<file path="src/rtl/k580vv55_arb_if.sv">
// Requester and PPI-side signal bundle for the k580vv55 access arbiter.
// slave is the arbiter's view; master is the requester/PPI-model view.
interface k580vv55_arb_if;
    logic       cpu_req;
    logic       cpu_wr;
    logic [1:0] cpu_addr;
    logic [7:0] cpu_wdata;
    logic       cpu_ack;
    logic [7:0] cpu_rdata;

    logic       kbd_req;
    logic       kbd_wr;
    logic [1:0] kbd_addr;
    logic [7:0] kbd_wdata;
    logic       kbd_ack;
    logic [7:0] kbd_rdata;

    logic [1:0] ppi_addr;
    logic [7:0] ppi_idata;
    logic       ppi_we_n;
    logic [7:0] ppi_odata;
    logic       busy;
    logic       owner;

    modport slave (
        input  cpu_req, cpu_wr, cpu_addr, cpu_wdata,
        input  kbd_req, kbd_wr, kbd_addr, kbd_wdata,
        input  ppi_odata,
        output cpu_ack, cpu_rdata, kbd_ack, kbd_rdata,
        output ppi_addr, ppi_idata, ppi_we_n, busy, owner
    );

    modport master (
        output cpu_req, cpu_wr, cpu_addr, cpu_wdata,
        output kbd_req, kbd_wr, kbd_addr, kbd_wdata,
        output ppi_odata,
        input  cpu_ack, cpu_rdata, kbd_ack, kbd_rdata,
        input  ppi_addr, ppi_idata, ppi_we_n, busy, owner
    );
endinterface

</file>
<file path="src/rtl/k580vv55_arb.sv">
// Two-way round-robin arbiter and access sequencer for the k580vv55 PPI:
// setup, multi-cycle active-low write strobe, hold, and timed read sampling.
module k580vv55_arb #(
    parameter int unsigned STROBE_LEN = 2,
    parameter int unsigned READ_WAIT  = 1
) (
    input  logic           clk,
    input  logic           reset_n,
    k580vv55_arb_if.slave  bus
);
    typedef enum logic [2:0] {
        IDLE, SETUP, STROBE, HOLD, RWAIT, DONE
    } state_t;

    localparam logic [3:0] STROBE_LOAD = 4'(STROBE_LEN - 1);
    localparam logic [3:0] READ_LOAD   = 4'(READ_WAIT - 1);

    state_t     state_q, state_d;
    logic [3:0] cnt_q, cnt_d;
    logic       wr_q, wr_d;
    logic [1:0] addr_q, addr_d;
    logic [7:0] idata_q, idata_d;
    logic       we_n_q, we_n_d;
    logic       cpu_ack_q, cpu_ack_d;
    logic       kbd_ack_q, kbd_ack_d;
    logic [7:0] cpu_rdata_q, cpu_rdata_d;
    logic [7:0] kbd_rdata_q, kbd_rdata_d;
    logic       busy_q, busy_d;
    logic       owner_q, owner_d;
    logic       grant_kbd;

    always_comb begin
        state_d     = state_q;
        cnt_d       = cnt_q;
        wr_d        = wr_q;
        addr_d      = addr_q;
        idata_d     = idata_q;
        owner_d     = owner_q;
        cpu_rdata_d = cpu_rdata_q;
        kbd_rdata_d = kbd_rdata_q;
        // On contention the requester that was not served last wins.
        grant_kbd   = bus.kbd_req & (~bus.cpu_req | ~owner_q);

        case (state_q)
            IDLE: begin
                if (bus.cpu_req | bus.kbd_req) begin
                    owner_d = grant_kbd;
                    wr_d    = grant_kbd ? bus.kbd_wr    : bus.cpu_wr;
                    addr_d  = grant_kbd ? bus.kbd_addr  : bus.cpu_addr;
                    idata_d = grant_kbd ? bus.kbd_wdata : bus.cpu_wdata;
                    state_d = SETUP;
                end
            end
            SETUP: begin
                if (wr_q) begin
                    state_d = STROBE;
                    cnt_d   = STROBE_LOAD;
                end else begin
                    state_d = RWAIT;
                    cnt_d   = READ_LOAD;
                end
            end
            STROBE: begin
                if (cnt_q == '0) state_d = HOLD;
                else             cnt_d   = cnt_q - 4'd1;
            end
            HOLD: state_d = DONE;
            RWAIT: begin
                if (cnt_q == '0) begin
                    state_d = DONE;
                    if (owner_q) kbd_rdata_d = bus.ppi_odata;
                    else         cpu_rdata_d = bus.ppi_odata;
                end else begin
                    cnt_d = cnt_q - 4'd1;
                end
            end
            DONE:    state_d = IDLE;
            default: state_d = IDLE;
        endcase

        // Strobe, busy and acks are decoded from the next state so they leave a flop.
        we_n_d    = (state_d != STROBE);
        busy_d    = (state_d != IDLE);
        cpu_ack_d = (state_d == DONE) & ~owner_q;
        kbd_ack_d = (state_d == DONE) &  owner_q;
    end

    always_ff @(posedge clk or negedge reset_n) begin
        if (!reset_n) begin
            state_q     <= IDLE;
            cnt_q       <= '0;
            wr_q        <= 1'b0;
            addr_q      <= '0;
            idata_q     <= '0;
            we_n_q      <= 1'b1;
            cpu_ack_q   <= 1'b0;
            kbd_ack_q   <= 1'b0;
            cpu_rdata_q <= '0;
            kbd_rdata_q <= '0;
            busy_q      <= 1'b0;
            owner_q     <= 1'b1;
        end else begin
            state_q     <= state_d;
            cnt_q       <= cnt_d;
            wr_q        <= wr_d;
            addr_q      <= addr_d;
            idata_q     <= idata_d;
            we_n_q      <= we_n_d;
            cpu_ack_q   <= cpu_ack_d;
            kbd_ack_q   <= kbd_ack_d;
            cpu_rdata_q <= cpu_rdata_d;
            kbd_rdata_q <= kbd_rdata_d;
            busy_q      <= busy_d;
            owner_q     <= owner_d;
        end
    end

    assign bus.ppi_addr  = addr_q;
    assign bus.ppi_idata = idata_q;
    assign bus.ppi_we_n  = we_n_q;
    assign bus.cpu_ack   = cpu_ack_q;
    assign bus.kbd_ack   = kbd_ack_q;
    assign bus.cpu_rdata = cpu_rdata_q;
    assign bus.kbd_rdata = kbd_rdata_q;
    assign bus.busy      = busy_q;
    assign bus.owner     = owner_q;
endmodule

</file>
<file path="src/flat_wrapper.sv">
// flat-port wrapper written by rule: the top's interface ports become plain ports
module k580vv55_arb_flat 
#(
    parameter int unsigned STROBE_LEN = 2,
    parameter int unsigned READ_WAIT  = 1
)
  (clk, reset_n, bus_cpu_req, bus_cpu_wr, bus_cpu_addr, bus_cpu_wdata, bus_kbd_req, bus_kbd_wr, bus_kbd_addr, bus_kbd_wdata, bus_ppi_odata, bus_cpu_ack, bus_cpu_rdata, bus_kbd_ack, bus_kbd_rdata, bus_ppi_addr, bus_ppi_idata, bus_ppi_we_n, bus_busy, bus_owner);
  k580vv55_arb_if bus_i ();
  input  logic clk;
  input  logic reset_n;
  input wire logic [$bits(bus_i.cpu_req)-1:0] bus_cpu_req;
  input wire logic [$bits(bus_i.cpu_wr)-1:0] bus_cpu_wr;
  input wire logic [$bits(bus_i.cpu_addr)-1:0] bus_cpu_addr;
  input wire logic [$bits(bus_i.cpu_wdata)-1:0] bus_cpu_wdata;
  input wire logic [$bits(bus_i.kbd_req)-1:0] bus_kbd_req;
  input wire logic [$bits(bus_i.kbd_wr)-1:0] bus_kbd_wr;
  input wire logic [$bits(bus_i.kbd_addr)-1:0] bus_kbd_addr;
  input wire logic [$bits(bus_i.kbd_wdata)-1:0] bus_kbd_wdata;
  input wire logic [$bits(bus_i.ppi_odata)-1:0] bus_ppi_odata;
  output wire logic [$bits(bus_i.cpu_ack)-1:0] bus_cpu_ack;
  output wire logic [$bits(bus_i.cpu_rdata)-1:0] bus_cpu_rdata;
  output wire logic [$bits(bus_i.kbd_ack)-1:0] bus_kbd_ack;
  output wire logic [$bits(bus_i.kbd_rdata)-1:0] bus_kbd_rdata;
  output wire logic [$bits(bus_i.ppi_addr)-1:0] bus_ppi_addr;
  output wire logic [$bits(bus_i.ppi_idata)-1:0] bus_ppi_idata;
  output wire logic [$bits(bus_i.ppi_we_n)-1:0] bus_ppi_we_n;
  output wire logic [$bits(bus_i.busy)-1:0] bus_busy;
  output wire logic [$bits(bus_i.owner)-1:0] bus_owner;
  assign bus_i.cpu_req = bus_cpu_req;
  assign bus_i.cpu_wr = bus_cpu_wr;
  assign bus_i.cpu_addr = bus_cpu_addr;
  assign bus_i.cpu_wdata = bus_cpu_wdata;
  assign bus_i.kbd_req = bus_kbd_req;
  assign bus_i.kbd_wr = bus_kbd_wr;
  assign bus_i.kbd_addr = bus_kbd_addr;
  assign bus_i.kbd_wdata = bus_kbd_wdata;
  assign bus_i.ppi_odata = bus_ppi_odata;
  assign bus_cpu_ack = bus_i.cpu_ack;
  assign bus_cpu_rdata = bus_i.cpu_rdata;
  assign bus_kbd_ack = bus_i.kbd_ack;
  assign bus_kbd_rdata = bus_i.kbd_rdata;
  assign bus_ppi_addr = bus_i.ppi_addr;
  assign bus_ppi_idata = bus_i.ppi_idata;
  assign bus_ppi_we_n = bus_i.ppi_we_n;
  assign bus_busy = bus_i.busy;
  assign bus_owner = bus_i.owner;
  k580vv55_arb #(.STROBE_LEN(STROBE_LEN), .READ_WAIT(READ_WAIT)) u_core (.clk(clk), .reset_n(reset_n), .bus(bus_i));
endmodule
</file>
<file path="config.mk">
export PLATFORM = sky130hd
export DESIGN_NAME = k580vv55_arb_flat
export DESIGN_NICKNAME = d
export VERILOG_FILES = /design/src/rtl/k580vv55_arb_if.sv /design/src/rtl/k580vv55_arb.sv /design/src/flat_wrapper.sv
export SDC_FILE = /design/constraint.sdc
export NUM_CORES = 1
export LEC_CHECK = 0
export ABC_AREA = 1
export CAP_MARGIN = 20
export CORE_MARGIN = 3
export CORE_UTILIZATION = 30
export CTS_CLUSTER_SIZE = 24
export DETAILED_ROUTE_END_ITERATION = 12
export PLACE_DENSITY_LB_ADDON = 0.3
export REMOVE_ABC_BUFFERS = 1
export SYNTH_ARGS = -nofsm -noshare
export SYNTH_HDL_FRONTEND = slang
export SYNTH_SLANG_ARGS = --single-unit
export TNS_END_PERCENT = 20
</file>
<file path="constraint.sdc">
create_clock -name clk -period 1.4 [get_ports clk]
set_input_delay 0.21 -clock clk [delete_from_list [all_inputs] [get_ports clk]]
set_output_delay 0.21 -clock clk [all_outputs]
set_load 0.02 [all_outputs]
</file>
==> metrics.md, run 1 <==
| Metric | Value |
|---|---|
| Worst setup margin | -67.34 ps |
| Fin nets | roughly 340 |
| F_max | 681.5 MHz |
| Commonest non-fill, non-tap cell in the layout | nand2_1 |
| Worst-skew pair later-pin latency | 290 ps |
| Drc violations | 0 |
| GPL Wtd Cong | ~0.78 |
| Unrepaired setup endpoints after global routing | yes |
| Post-synthesis sequential area ratio | roughly 52% |
| Pleak | between 1 and 1.5 nW |
| Unique masters post-synth | 23 |
| Setup_tns | -624.2 ps |
| Share of cells above drive strength 1 | approximately a quarter |
| Fill cells | 570 |
| Final Max Tran Viols | 0 |
| H-tree depth | 2 |
| CTS sink cnt | 39 |
| Most frequent cells in the layout | nand2_1 (50), dfrtp_1 (36), clkdlybuf4s50_1 (32) |
| Tot GR Track Use | 12.54% |
| Status | finished with violations |
| Core area | around 6000 um^2 |
| Detailed placement HPWL | ~3200 um |
| Crit path DAT | 1650 ps |
| Max clock buf depth | 2 |
| Pin count of the biggest net entering global routing | 18 |
| PD cells | 2326 nW/um^2 |
| Area occupied by multi-input gates | roughly 900 um^2 |
| DRT antenna net count | 0 |
| DR pass1 iterations | 4 |
| Post-Syn Instances | between 200 and 250 |
| Worst hold path class | in -> async |
| Tmin final | between 1000 and 1500 ps |
| Worst Path Max Fanout | 8 |
| Top cell type's share of synthesized area | ~49% |
| Cell Area, Placed | between 2000 and 3000 um^2 |
| Seq cells post-synth | 39 |
| Die height | roughly 85 um |
| Worst Max-Slew Pin Slew | between 300 and 400 ps |
| Area contributors post-synth | dfrtp_1 (49%), nand2_1 (13%), o21ai_2 (7.4%) |
| Drt via density | 4.319 |
| P&R area growth vs syn | 57.04% |
| Slew HR | 74.95% |
| ANT cells | 0 |
| Final wirelength | about 4400 um |
| Critical path capture point type | register |
| Failing checks | setup timing |
| FP Rows | 28 |
| Clk root buf | clkbuf_8 |
| VDD IR max | about 0.96 mV |
| Warnings from Yosys | 0 |
| Util after Layout | approximately half |
| DR iter-0 viols | 57 |
| Initial Utilization | 31.45% |
| Routed WL per cell | around 12 um |
| Yosys top cell by area | dfrtp_1 |
| First-pass GRT wire length | 7362 um |
| Clock skew | 6.442 ps |
| Reg clk slew, reported paths | about 80 ps |
| Fin area | roughly 3000 um^2 |
| Total number of vias | around 1700 |
| Worst setup SP type | register |
| Final hold viol count | 0 |
| Fin crit share | 104.8% |
| Antenna violations before repair | 0 |
| DIE WIDTH | ~85 um |
| CTS tree | built |
| Mean area per synthesized cell | ~8.6 um^2 |
| Number of I/O port buffers | between 60 and 70 |
| Required time worst endpoint | around 1600 ps |
| CP Class | reg -> reg |
| Syn Std Cell Area | ~1900 um^2 |
| Die ar. | just over 7000 um^2 |
| Remaining Overflow, GRT | 0 |
| Final Total Pwr | between 0.006 and 0.007 W |
| Max_cap viols | 0 |
| Num CTS Buffers | 5 |
| Vias in the first global route | between 1500 and 2000 |
| Register area | about 980 um^2 |
| I/O pins | 65 |
| Setup violations, final | 16 |
-- layout make-up --
| cell class | count | area share [%] |
|---|---|---|
| Clock inverter | 3 | 1.480 |
| Tap cell | 75 | 3.171 |
| Clock buffer | 5 | 2.326 |
| Timing Repair Buffer | 84 | 26.43 |
| Inverter | 29 | 3.679 |
| Multi-Input combinational cell | 147 | 29.81 |
| Sequential cell | 39 | 33.11 |
-- flip-flops by register name (all words and copies together) (netlist names), 2 cells and up --
register,flops
u_core.bus.ppi_addr,2
u_core.bus.ppi_idata,8
u_core.bus.kbd_rdata,8
u_core.cnt_q,4
u_core.bus.cpu_rdata,8
u_core.state_q,3
-- final timing paths --
check / from / to / slack (ps) / depth (start not counted)
setup / recovery: u_core.cnt_q[1]$_DFFE_PN0P_ / u_core.bus.cpu_rdata[3]$_DFFE_PN0P_ / -70 / 10
max in group asynchronous: reset_n / u_core.cnt_q[3]$_DFFE_PN0P_ / 540 / 3
min in group clk: u_core.bus.cpu_rdata[3]$_DFFE_PN0P_ / u_core.bus.cpu_rdata[3]$_DFFE_PN0P_ / 480 / 2
setup reg to reg: u_core.cnt_q[1]$_DFFE_PN0P_ / u_core.bus.cpu_rdata[3]$_DFFE_PN0P_ / -70 / 10
hold reg to reg: u_core.bus.cpu_rdata[3]$_DFFE_PN0P_ / u_core.bus.cpu_rdata[3]$_DFFE_PN0P_ / 480 / 2
hold / removal: reset_n / u_core.state_q[0]$_DFF_PN0_ / 360 / 2
-- synthesized netlist by cell type, drive strengths merged --
library cell / number
nand2: 68
dfrtp: 37
inv: 29
o21ai: 29
nor2: 25
or2: 10
nand3: 9
buf: 5
dfstp: 2
nand3b: 2
clkbuf: 1
ha: 1
nand4: 1
-- through the flow --
stage                     hold slack (ps)  std cells  setup slack [ps]
after global placement              151.4        366            -53.78
after global routing                401.5        382            -126.9
after detailed placement            156.3        366            -89.58
final                               358.5        382            -67.34
after floorplan                    -85.59        213            -8.603
after CTS                           370.1        377            -70.88
-- layer usage --
metal	track usage, %	part of all wire [%]	vias to the layer above
met5	0	0	-
li1	-	-	850
met3	5.534	9.2	4
met4	3.453	0.65	0
met1	16.08	44	748
met2	19.28	46	48
-- worst max-delay path: stages (launching register included) --
cell and delay, ps:
dfrtp_1 400, inv_2 80, ha_4 130, inv_2 40, nor2_4 130, nand2_4 90, nor2_8 120, buf_12 130
nand2_8 90, nand2_2 100, o21ai_2 50
-- what timing repair did --
action                                  4_1_cts  5_1_grt
cloned                                        1        1
hold buffers                                  1        0
gates resized for setup                      42       24
pin swaps                                     4        7
endpoints found under the setup margin       52       32
buffers inserted                              1        4
hold endpoints to repair                     13        0
-- cell families after synthesis --
logic type | after synthesis | share of synthesized area (%)
simple gates | 115 | 28.35
flops | 39 | 51.93
buf+inv | 35 | 8.167
compound gates | 29 | 10.89
fa+ha+maj | 1 | 0.6639
-- power breakdown --
| group | internal [W] | switching [W] |
|---|---|---|
| combinational | 0.00165 | 0.00223 |
| clock | 0.000531 | 0.000403 |
| sequential | 0.00170 | 0.000368 |
Note: power is estimated with default switching activity, not from simulation.
==> run 2, diff against run 1 <==
SLEW_MARGIN = 20   (was default)
clock period = 1.8 ns   (was 1.4 ns; I/O delays follow)
==> metrics.md, run 2 (synthesis results as in run 1) <==
| Metric | Value |
|---|---|
| Status | finished, final reports clean |
| PD cells | 1783 nW/um^2 (-23%) |
| GPL Wtd Cong | 0.7994 (+2.5%) |
| Worst Path Max Fanout | 1 (-7) |
| Number of I/O port buffers | 64 (unchanged) |
| Remaining Overflow, GRT | 0 (unchanged) |
| Unrepaired setup endpoints after global routing | no |
| Crit path largest cell delay | 590 ps (+190 ps) |
| CP Cell Sequence | clkdlybuf4s50_1 |
| Total number of vias | 1564 (-5.2%) |
| CP Class | reg -> out |
| Most frequent cells in the layout | nand2_1 (63), clkdlybuf4s50_1 (62), dfrtp_1 (37) |
| Sw Ratio | 42.94% (-0.59 points) |
| Core area | 5991 um^2 (unchanged) |
| Drt via density | 4.285 (-0.80%) |
| H-tree depth | 2 (unchanged) |
| Setup violations, final | 0 (-16) |
| VDD IR max | 0.6823 mV (-29%) |
| Fill cells | 579 (+1.6%) |
| Detailed placement HPWL | 3130 um (-1.7%) |
| P&R area growth vs syn | 42.89% |
| Worst R2R End | u_core.wr_q$_DFFE_PN0P_ |
| Slew HR | 77.19% (+2.2 points) |
| Worst path top cell family by delay | buffers and inverters |
| Fin crit share | roughly 93% |
| Clk root buf | clkbuf_8 |
| DIE WIDTH | 85.25 um (unchanged) |
| Worst setup SP type | register |
| Max_cap viols | 0 (unchanged) |
| First-pass GRT wire length | 7113 um (-3.4%) |
| Pleak | 1.335 nW (-11%) |
| Commonest non-fill, non-tap cell in the layout | nand2_1 |
| Worst hold path class | in -> async |
| R2r worst-path depth | 7 (-3) |
| Gate power share | 54.5% (-1.8 points) |
| Fin area | 2693 um^2 (-9.0%) |
| Share of cells above drive strength 1 | 14.14% (-12 points) |
| CP bufs+invs | 1 (-2) |
| Setup_tns | 0 ps (+624.2 ps) |
| Initial Utilization | 31.45% (unchanged) |
| Worst Max-Slew Pin Slew | 341.7 ps (-34.01 ps) |
| Fin nets | 324 (-5.0%) |
| Cell Area, Placed | 2599 um^2 (-3.3%) |
| Tmin final | about 1700 ps |
| CP Launch Point | u_core.bus.ppi_we_n$_DFF_PN1_ |
| F_max | around 600 MHz |
| CTS sink cnt | 39 (unchanged) |
| Die ar. | 7268 um^2 (unchanged) |
| Max clock buf depth | 2 (unchanged) |
| Pin count of the biggest net entering global routing | 17 (-1) |
| Required time worst endpoint | 1530 ps (-60 ps) |
| R2R Path Start | u_core.bus.owner$_DFFE_PN1P_ |
| Net Sw Power | 0.002062 W (-31%) |
| ANT cells | 0 (unchanged) |
| DR pass1 iterations | 4 (unchanged) |
| Worst-skew pair later-pin latency | 290 ps (about the same) |
| Reg clk slew, reported paths | 80 ps (about the same) |
| I/O pins | 65 (unchanged) |
| Crit path DAT | 1400 ps (-250 ps) |
| DRT antenna net count | 0 (unchanged) |
| Routed WL per cell | 10.93 um (-5.8%) |
| DR iter-0 viols | 63 (+11%) |
| CP max stage cell | clkdlybuf4s50_1 |
| Tot GR Track Use | 12.02% (-0.52 points) |
| Num CTS Buffers | 5 (unchanged) |
| Internal reg-to-reg setup slack | 190 ps (+260 ps) |
| Final Max Tran Viols | 0 (unchanged) |
| Antenna violations before repair | 0 (unchanged) |
| Clock skew | 8.861 ps (+2.419 ps) |
| CTS tree | built |
| Hold Slack | 393.0 ps (+34.58 ps) |
| Clock Power Share | 12.1% (-1.5 points) |
| FP Rows | 28 (unchanged) |
| Sequential share of power | 33.4% (+3.3 points) |
| Final hold viol count | 0 (unchanged) |
| Die height | 85.25 um (unchanged) |
| Final wirelength | 3991 um (-10%) |
| Pint | 0.002739 W (-30%) |
| Drc violations | 0 (unchanged) |
| Vias in the first global route | 1560 (-1.8%) |
| Critical path capture point type | output port |
run 2: changes by cell type in the layout (fill, tap and decap cells not counted), sizes merged:
| cell | change |
|---|---|
| bufinv | -1 |
| buf | -15 |
| clkdlybuf4s50 | +30 |
| nand2 | -2 |
| clkinv | -1 |
| clkinvlp | +1 |
| dlygate4sd2 | -29 |
run 2: how the worst max path moves through the flow:
stage | slack, ps | cells after the start | to
floorplan | 390 | 9 | u_core.bus.kbd_rdata[0]$_DFFE_PN0P_
CTS | 110 | 1 | bus_ppi_we_n
global placement | 120 | 8 | u_core.wr_q$_DFFE_PN0P_
global route | 9 | 7 | u_core.wr_q$_DFFE_PN0P_
detailed placement | 60 | 8 | u_core.wr_q$_DFFE_PN0P_
finish | 130 | 1 | bus_ppi_we_n
run 2: stage by stage:
| step | setup slack [ps] | power, W | utilization, % | cells |
|---|---|---|---|---|
| after global placement | 118.0 | 0.004250 | 43.38 | 356 |
| final | 130.2 | 0.004801 | 44.95 | 365 |
| after floorplan | 391.4 | 0.003188 | - | 213 |
| after global routing | 8.858 | 0.005249 | 44.95 | 365 |
| after CTS | 113.5 | 0.004871 | 44.95 | 365 |
| after detailed placement | 60.12 | 0.004281 | 43.38 | 356 |
run 2: final cells by class:
| class | instances | area [um^2] | area share [%] |
|---|---|---|---|
| repair buffers | 69 | 674.4 | 25.05 |
| clock buffers | 6 | 72.57 | 2.695 |
| well taps | 75 | 93.84 | 3.485 |
| clock inverters | 2 | 12.51 | 0.4647 |
| multi-input cells | 145 | 752.0 | 27.93 |
| inverters | 29 | 108.9 | 4.043 |
| flip-flops and latches | 39 | 978.4 | 36.34 |
run 2: metal layers:
layer  part of all wire, %  wire length (um)  vias to the layer above  GRT usage [%]
met5                     0                 0                        -              0
met4                   1.1                42                        0          3.022
met3                   9.6               385                        5          5.243
met2                    42              1683                       56          17.37
met1                    47              1880                      691          16.50
li1                      -                 -                      812              -
run 2: timing repair:
| action | CTS | global route |
|---|---|---|
| hold buffers | 1 | 0 |
| setup endpoints to repair | 1 | 0 |
| resized for setup | 1 | 0 |
| setup buffers | 0 | 0 |
| hold endpoints to repair | 13 | 0 |
run 2: power groups by stage:
stage	combinational, W	clock (W)	sequential (W)
global placement	0.00264	0	0.00161
detailed placement	0.00266	0	0.00162
finish	0.00262	0.000579	0.00161
CTS	0.00266	0.000598	0.00161
global route	0.00294	0.000638	0.00167
floorplan	0.00119	0	0.00200
